===== src/rtl/serial_addsub_pkg.sv =====
// Shared types and helpers for the digit-serial carry-lookahead adder/subtractor.
package serial_addsub_pkg;

    typedef enum logic [1:0] {IDLE, BUSY, DONE} addsub_state_t;

    function automatic int num_digits(input int width, input int digit);
        return width / digit;
    endfunction

endpackage


===== src/rtl/serial_cla_addsub_cla_digit.sv =====
// Combinational 2-bit carry-lookahead slice: generate/propagate, lookahead carries, sum.
module cla_digit (
    input  logic [1:0] a,
    input  logic [1:0] b,
    input  logic       cin,
    output logic [1:0] sum,
    output logic       cout,
    output logic       msb_cin
);

    logic [1:0] g;
    logic [1:0] p;
    logic       c1;

    assign g = a & b;
    assign p = a ^ b;

    // Both carries are flattened so neither waits on a ripple through bit 0.
    assign c1      = g[0] | (p[0] & cin);
    assign cout    = g[1] | (p[1] & g[0]) | (p[1] & p[0] & cin);
    assign sum     = p ^ {c1, cin};
    assign msb_cin = c1;

endmodule


===== src/rtl/serial_cla_addsub.sv =====
// Digit-serial add/subtract, LSB digit first, with valid/ready on both sides.
// Optional zero/ovf flags are built when SERIAL_ADDSUB_FLAGS_EN is defined.
module serial_cla_addsub
    import serial_addsub_pkg::*;
#(
    parameter int WIDTH = 32,
    parameter int DIGIT = 2
) (
    input  logic             clk,
    input  logic             rst,
    input  logic             in_valid,
    output logic             in_ready,
    input  logic [WIDTH-1:0] a,
    input  logic [WIDTH-1:0] b,
    input  logic             sub,
    output logic             out_valid,
    input  logic             out_ready,
    output logic [WIDTH-1:0] sum,
    output logic             cout
`ifdef SERIAL_ADDSUB_FLAGS_EN
    ,
    output logic             zero,
    output logic             ovf
`endif
);

    localparam int NDIG  = num_digits(WIDTH, DIGIT);
    localparam int CNT_W = (NDIG > 1) ? $clog2(NDIG) : 1;
    localparam logic [CNT_W-1:0] LAST = CNT_W'(NDIG - 1);

    if (WIDTH % DIGIT != 0) begin : g_bad_width
        $error("serial_cla_addsub: WIDTH must be a multiple of DIGIT");
    end
    if (DIGIT != 2) begin : g_bad_digit
        $error("serial_cla_addsub: DIGIT must be 2");
    end

    addsub_state_t    state;
    addsub_state_t    state_nxt;
    logic [CNT_W-1:0] cnt;
    logic             carry;
    logic [WIDTH-1:0] a_sr;
    logic [WIDTH-1:0] b_sr;
    logic [DIGIT-1:0] dsum;
    logic             dcout;
    logic             dmsb_cin;
    logic [WIDTH-1:0] res_nxt;
    logic             accept;
    logic             last;

    assign in_ready  = (state == IDLE);
    assign out_valid = (state == DONE);
    assign accept    = in_valid & in_ready;
    assign last      = (state == BUSY) && (cnt == LAST);

    // a_sr doubles as the result accumulator: sum digits enter at the top as operand digits leave the bottom.
    assign res_nxt = {dsum, a_sr[WIDTH-1:DIGIT]};

    cla_digit u_digit (
        .a       (a_sr[DIGIT-1:0]),
        .b       (b_sr[DIGIT-1:0]),
        .cin     (carry),
        .sum     (dsum),
        .cout    (dcout),
        .msb_cin (dmsb_cin)
    );

    always_ff @(posedge clk or posedge rst) begin
        if (rst) begin
            state <= IDLE;
        end else begin
            state <= state_nxt;
        end
    end

    always_comb begin
        state_nxt = state;
        case (state)
            IDLE:    if (accept)    state_nxt = BUSY;
            BUSY:    if (last)      state_nxt = DONE;
            DONE:    if (out_ready) state_nxt = IDLE;
            default:                state_nxt = IDLE;
        endcase
    end

    always_ff @(posedge clk) begin
        if (accept) begin
            a_sr <= a;
            b_sr <= b ^ {WIDTH{sub}};
        end else if (state == BUSY) begin
            a_sr <= res_nxt;
            b_sr <= {{DIGIT{1'b0}}, b_sr[WIDTH-1:DIGIT]};
        end
    end

`ifdef SERIAL_ADDSUB_FLAGS_EN
    logic msb_cin_r;

    assign ovf = msb_cin_r ^ cout;
`else
    logic unused_msb_cin;

    assign unused_msb_cin = dmsb_cin;
`endif

    // Subtraction is A + ~B + 1: the +1 enters as the initial carry.
    always_ff @(posedge clk or posedge rst) begin
        if (rst) begin
            cnt       <= '0;
            carry     <= 1'b0;
            sum       <= '0;
            cout      <= 1'b0;
`ifdef SERIAL_ADDSUB_FLAGS_EN
            zero      <= 1'b0;
            msb_cin_r <= 1'b0;
`endif
        end else if (accept) begin
            cnt   <= '0;
            carry <= sub;
        end else if (state == BUSY) begin
            cnt   <= cnt + 1'b1;
            carry <= dcout;
            if (last) begin
                sum       <= res_nxt;
                cout      <= dcout;
`ifdef SERIAL_ADDSUB_FLAGS_EN
                zero      <= (res_nxt == '0);
                msb_cin_r <= dmsb_cin;
`endif
            end
        end
    end

endmodule


===== config.mk =====
export PLATFORM = sky130hd
export DESIGN_NAME = serial_cla_addsub
export DESIGN_NICKNAME = d
export VERILOG_FILES = /design/src/rtl/serial_addsub_pkg.sv /design/src/rtl/serial_cla_addsub_cla_digit.sv /design/src/rtl/serial_cla_addsub.sv
export SDC_FILE = /design/constraint.sdc
export NUM_CORES = 1
export LEC_CHECK = 0
export BUFFER_PORTS_ARGS = -buffer_cell sky130_fd_sc_hd__buf_2
export CAP_MARGIN = 20
export CORE_MARGIN = 10
export CORE_UTILIZATION = 35
export DETAILED_ROUTE_END_ITERATION = 16
export GPL_TIMING_DRIVEN = 0
export MAX_ROUTING_LAYER = met4
export PLACE_DENSITY = 0.6
export SLEW_MARGIN = 10
export SYNTH_ARGS = -nofsm -noshare
export SYNTH_HDL_FRONTEND = slang
export SYNTH_SLANG_ARGS = --single-unit

===== constraint.sdc =====
create_clock -name clk -period 5 [get_ports clk]
set_clock_uncertainty 0.15 [all_clocks]
set_input_delay 1 -clock clk [delete_from_list [all_inputs] [get_ports clk]]
set_output_delay 1 -clock clk [all_outputs]
set_load 0.1 [all_outputs]

# After elaboration in Yosys (flattened, before gate mapping)
# Cells that the tools add are included.
dict set report classes {
  n_addsub 1
  eq_ne 6
  muxes 12
  n_bitwise 13
  n_reduce_logical 5
}
# operator n
set op_table {}
lappend op_table {{2-to-1 mux 32 bit} 4}
lappend op_table {{XOR 32 bit} 1}
lappend op_table {{2-to-1 mux 4 bit} 2}
lappend op_table {{2-to-1 mux 2 bit} 3}
lappend op_table {{one-hot mux 2 bit (3 select lines)} 1}
lappend op_table {{AND reduction 3 bit} 2}
lappend op_table {{bitwise AND 1 bit} 5}
lappend op_table {{adder 4 x 1 -> 4 bit, second input constant} 1}
lappend op_table {{== test 4 bit, second input constant} 1}
lappend op_table {{!= test 2 x 1 -> 1 bit, second input constant} 2}
lappend op_table {{XOR 2 bit} 2}
lappend op_table {{bitwise OR 1 bit} 3}
lappend op_table {{bitwise AND 2 bit} 1}
lappend op_table {{== test 2 x 1 -> 1 bit, second input constant} 1}
lappend op_table {{== test 2 bit, second input constant} 1}
lappend op_table {{zero test 2 bit} 1}
lappend op_table {{2-to-1 mux 1 bit} 2}
lappend op_table {{!= test 2 bit, second input constant} 1}
lappend op_table {{nonzero test 2 bit} 1}
lappend op_table {{logical AND 1 bit} 1}
lappend op_table {{inverter 1 bit} 1}
dict set report totals {
  ff_bits 104
  in_bits 69
  out_inout_bits 35
  word_cells 44
}

# Longest topological paths before layout
dict set report depth {
  depth_word 6
  depth_mapped 7
  depth_no_buf 4
}

# Cells and area by module
# A second synthesis with hierarchy kept.
dict set report hier_totals {
  hier_cells 384
  area_unflattened_um2 4727.0
}
# module n_inst cells_per_inst area_per_inst_um2 seq_area_each_um2
set by_module_without_submodules {}
lappend by_module_without_submodules {serial_cla_addsub 1 377 4659.5 2922.8}
lappend by_module_without_submodules {cla_digit 1 7 67.6 0.0}

# Least setup slack after synthesis
# No wires, ideal clock.
dict set report synth_timing {
  path_type {reg-to-output}
  start {reg state[0]}
  end {out out_valid}
  arrival_ps 1844
  required_time_ps 3850
  setup_slack_ps 2006
  path_stages_with_launch 3
  path_buffers 1
  cell_sequence {dfrtp_1 > buf_6 > nor2b_1}
}
dict set report synth_via {
  elab_chain_len 1
}
# element line_no
set synth_rtl {}
lappend synth_rtl {{start: declaration} serial_cla_addsub.sv:38} ;# addsub_state_t state;
lappend synth_rtl {{start signal: assignment} serial_cla_addsub.sv:72} ;# state <= state_nxt;
lappend synth_rtl {{== test 2 bit} serial_cla_addsub.sv:52} ;# assign out_valid = (state == DONE);
lappend synth_rtl {{end: declaration} serial_cla_addsub.sv:16} ;# output logic out_valid,
# No other way between the ends.

# Worst setup path in the final report
dict set report layout_timing {
  start {reg state[1]}
  end {out out_valid}
}
# Same word-level chain as after synthesis.

==> metrics.txt <==
Initial Util 36.2%; status finished clean; global-route wire length before repair 17000 um; P&R area growth vs syn 22.9%; Yosys reg bits 104; post-place instance area 5400 sq um; Wirelength per Cell 15.3 um; Mapped Nets 461; Fillers 1221; Setup TNS Final 0 ns; vias per cell 4.54; Top FF cell, synth edfxtp_1; Max Slew Vio Count 0; Post-synth ARST share 38.5%; H-tree depth 3; total wire length 10400 um; routability cong. 0.809; Num CTS Buffers 9; WP data required 3.85 ns; die width 135 um; area taken by multi-input logic gates 1530 sq um; Buffers on Ports 102; largest net degree at the start of global routing 36; full die area 18200 sq um; Rel. slew slack 55.8%; Initial DRT Pass Iterations 4; Hold Fails Final Rpt 0; Min-Delay Path Depth 1; Slew @ Worst Pin 0.662 ns; Post-CTS Resized 0; WP data arrival 1.47 ns; Area contributors post-synth edfxtp_1 42%, dfrtp_1 22%, nand2_1 10%; Post-route DRC 0; syn avg cell area 11.9 sq um; vias in the first global route 3389; CTS tree yes; Die Y 135 um; Synth cell types 31; nets@finish 576; slowest cell delay on critical path 0.48 ns; Max Fclk 381 MHz; clock buffer depth 2; Post-Syn Area 4620 sq um; Worst-path clk slew 0.07 ns; reg2reg path depth 4; r2r setup slk 3.01 ns; Clock Sinks 104; core area 12800 sq um; Post-CTS Hold Buffers 0; Max Cap Viol 0; Vias 3090; I/O pin count 104; Critical Path Source Type register; cell chain of the critical path nor2b_1 > buf_2; num rows 41; synth cell count leaders 127 x nand2_1, 64 x edfxtp_1, 40 x dfrtp_1; area leader, netlist edfxtp_1; clk root buf clkbuf_16; Tcrit/Tclk final 52.4%; Antenna Violating Nets Remaining 0; Yosys top cell area share 41.6%; yosys warns 0; Total Routing Usage GR 12.0%; # setup viols final 0; Post-CTS Setup Inserts 0; RSZ-0062 raised after global routing false; CP max stage cell dfrtp_1; number of synthesized flops with an enable pin 64; Worst setup EP type primary output; crit path kind reg2out; layout cells sized above 1 33.7%; cell area after layout 5680 sq um; total gr overflow 0; Worst-Skew Late Latency 0.35 ns; most common cell in the netlist nand2_1; Tmin final 2.62 ns; Storage cell area 2920 sq um; Synth Instances 388; DRT iter0 DRCs 189; Worst Hold Class reg2reg; post-DP HPWL 7830 um; initial antenna violation count 1; crit-path max FO 8; register area share after synthesis 63.2%
## metal layers
layer  GRT usage [%]  part of all wire (%)  wire length [um]
met5               -                     0                 0
met4            4.49                   1.4               141
met3            3.78                   6.1               636
met2            17.6                    44              4600
met1            15.2                    48              5040
## registers in the layout, indices dropped and copies added, names as in the netlist
signal and cells:
a_sr 32, sum 32, cnt 4, state 2
carry 1, b_sr 32, cout 1
## layout by cell type (no fill, tap or decap), types with 2 or more instances in the layout
| master | count |
|---|---|
| nand2_1 | 127 |
| buf_2 | 113 |
| edfxtp_1 | 64 |
| dfrtp_1 | 40 |
| o21ai_0 | 34 |
| xnor2_1 | 32 |
| mux2_2 | 29 |
| clkbuf_16 | 9 |
| buf_6 | 8 |
| nor2_1 | 6 |
| inv_1 | 4 |
| nand3_1 | 3 |
| clkbuf_1 | 3 |
| nor2b_1 | 3 |
| ha_1 | 3 |
| inv_6 | 3 |
| mux2_1 | 2 |
| o31ai_1 | 2 |
| a21oi_1 | 2 |
| inv_4 | 2 |
## stage by stage
stage               std cells  utilization (%)  worst slack (ns)  hold slack (ns)
floorplan                 388                -              2.01            0.296
global placement          662             41.9              1.62            0.312
detailed placement        664             42.3              2.42            0.328
CTS                       680             44.5              2.34            0.345
global route              681             44.5              2.29            0.369
finish                    681             44.5              2.38            0.340
## logic make-up after synthesis
group | share of synthesized area (%)
flops | 63.2
xor+xnor | 6.25
fa+ha+maj | 1.24
buf+inv | 3.79
simple gates | 12.4
mux | 7.77
compound gates | 5.36
## critical path, delay by kind of cell (launching register included)
kind / cells / cell delay [ns]
buf+inv: 1 / 0.45
simple gates: 1 / 0.20
flops: 1 / 0.48
## final cells by class
type,count,share of cell area [%]
Clock inverter,7,0.903
Clock buffer,9,3.96
Sequential cell,104,51.4
Timing Repair Buffer,104,9.82
Antenna cell,1,0.0440
Multi-Input combinational cell,257,27.0
Inverter,5,0.330
Tap cell,172,3.79
Buffer,22,2.75
## final timing paths
path,startpoint,endpoint
max in group asynchronous,rst,state[1]
setup / recovery,state[1],out_valid
hold reg to reg,sum[4],sum[4]
min in group asynchronous,rst,sum[16]
setup reg to reg,state[1],cnt[2]
hold / removal,sum[4],sum[4]
Power is not shown: default switching activity piles up to over one toggle a cycle in this logic, so the estimate is an artifact.
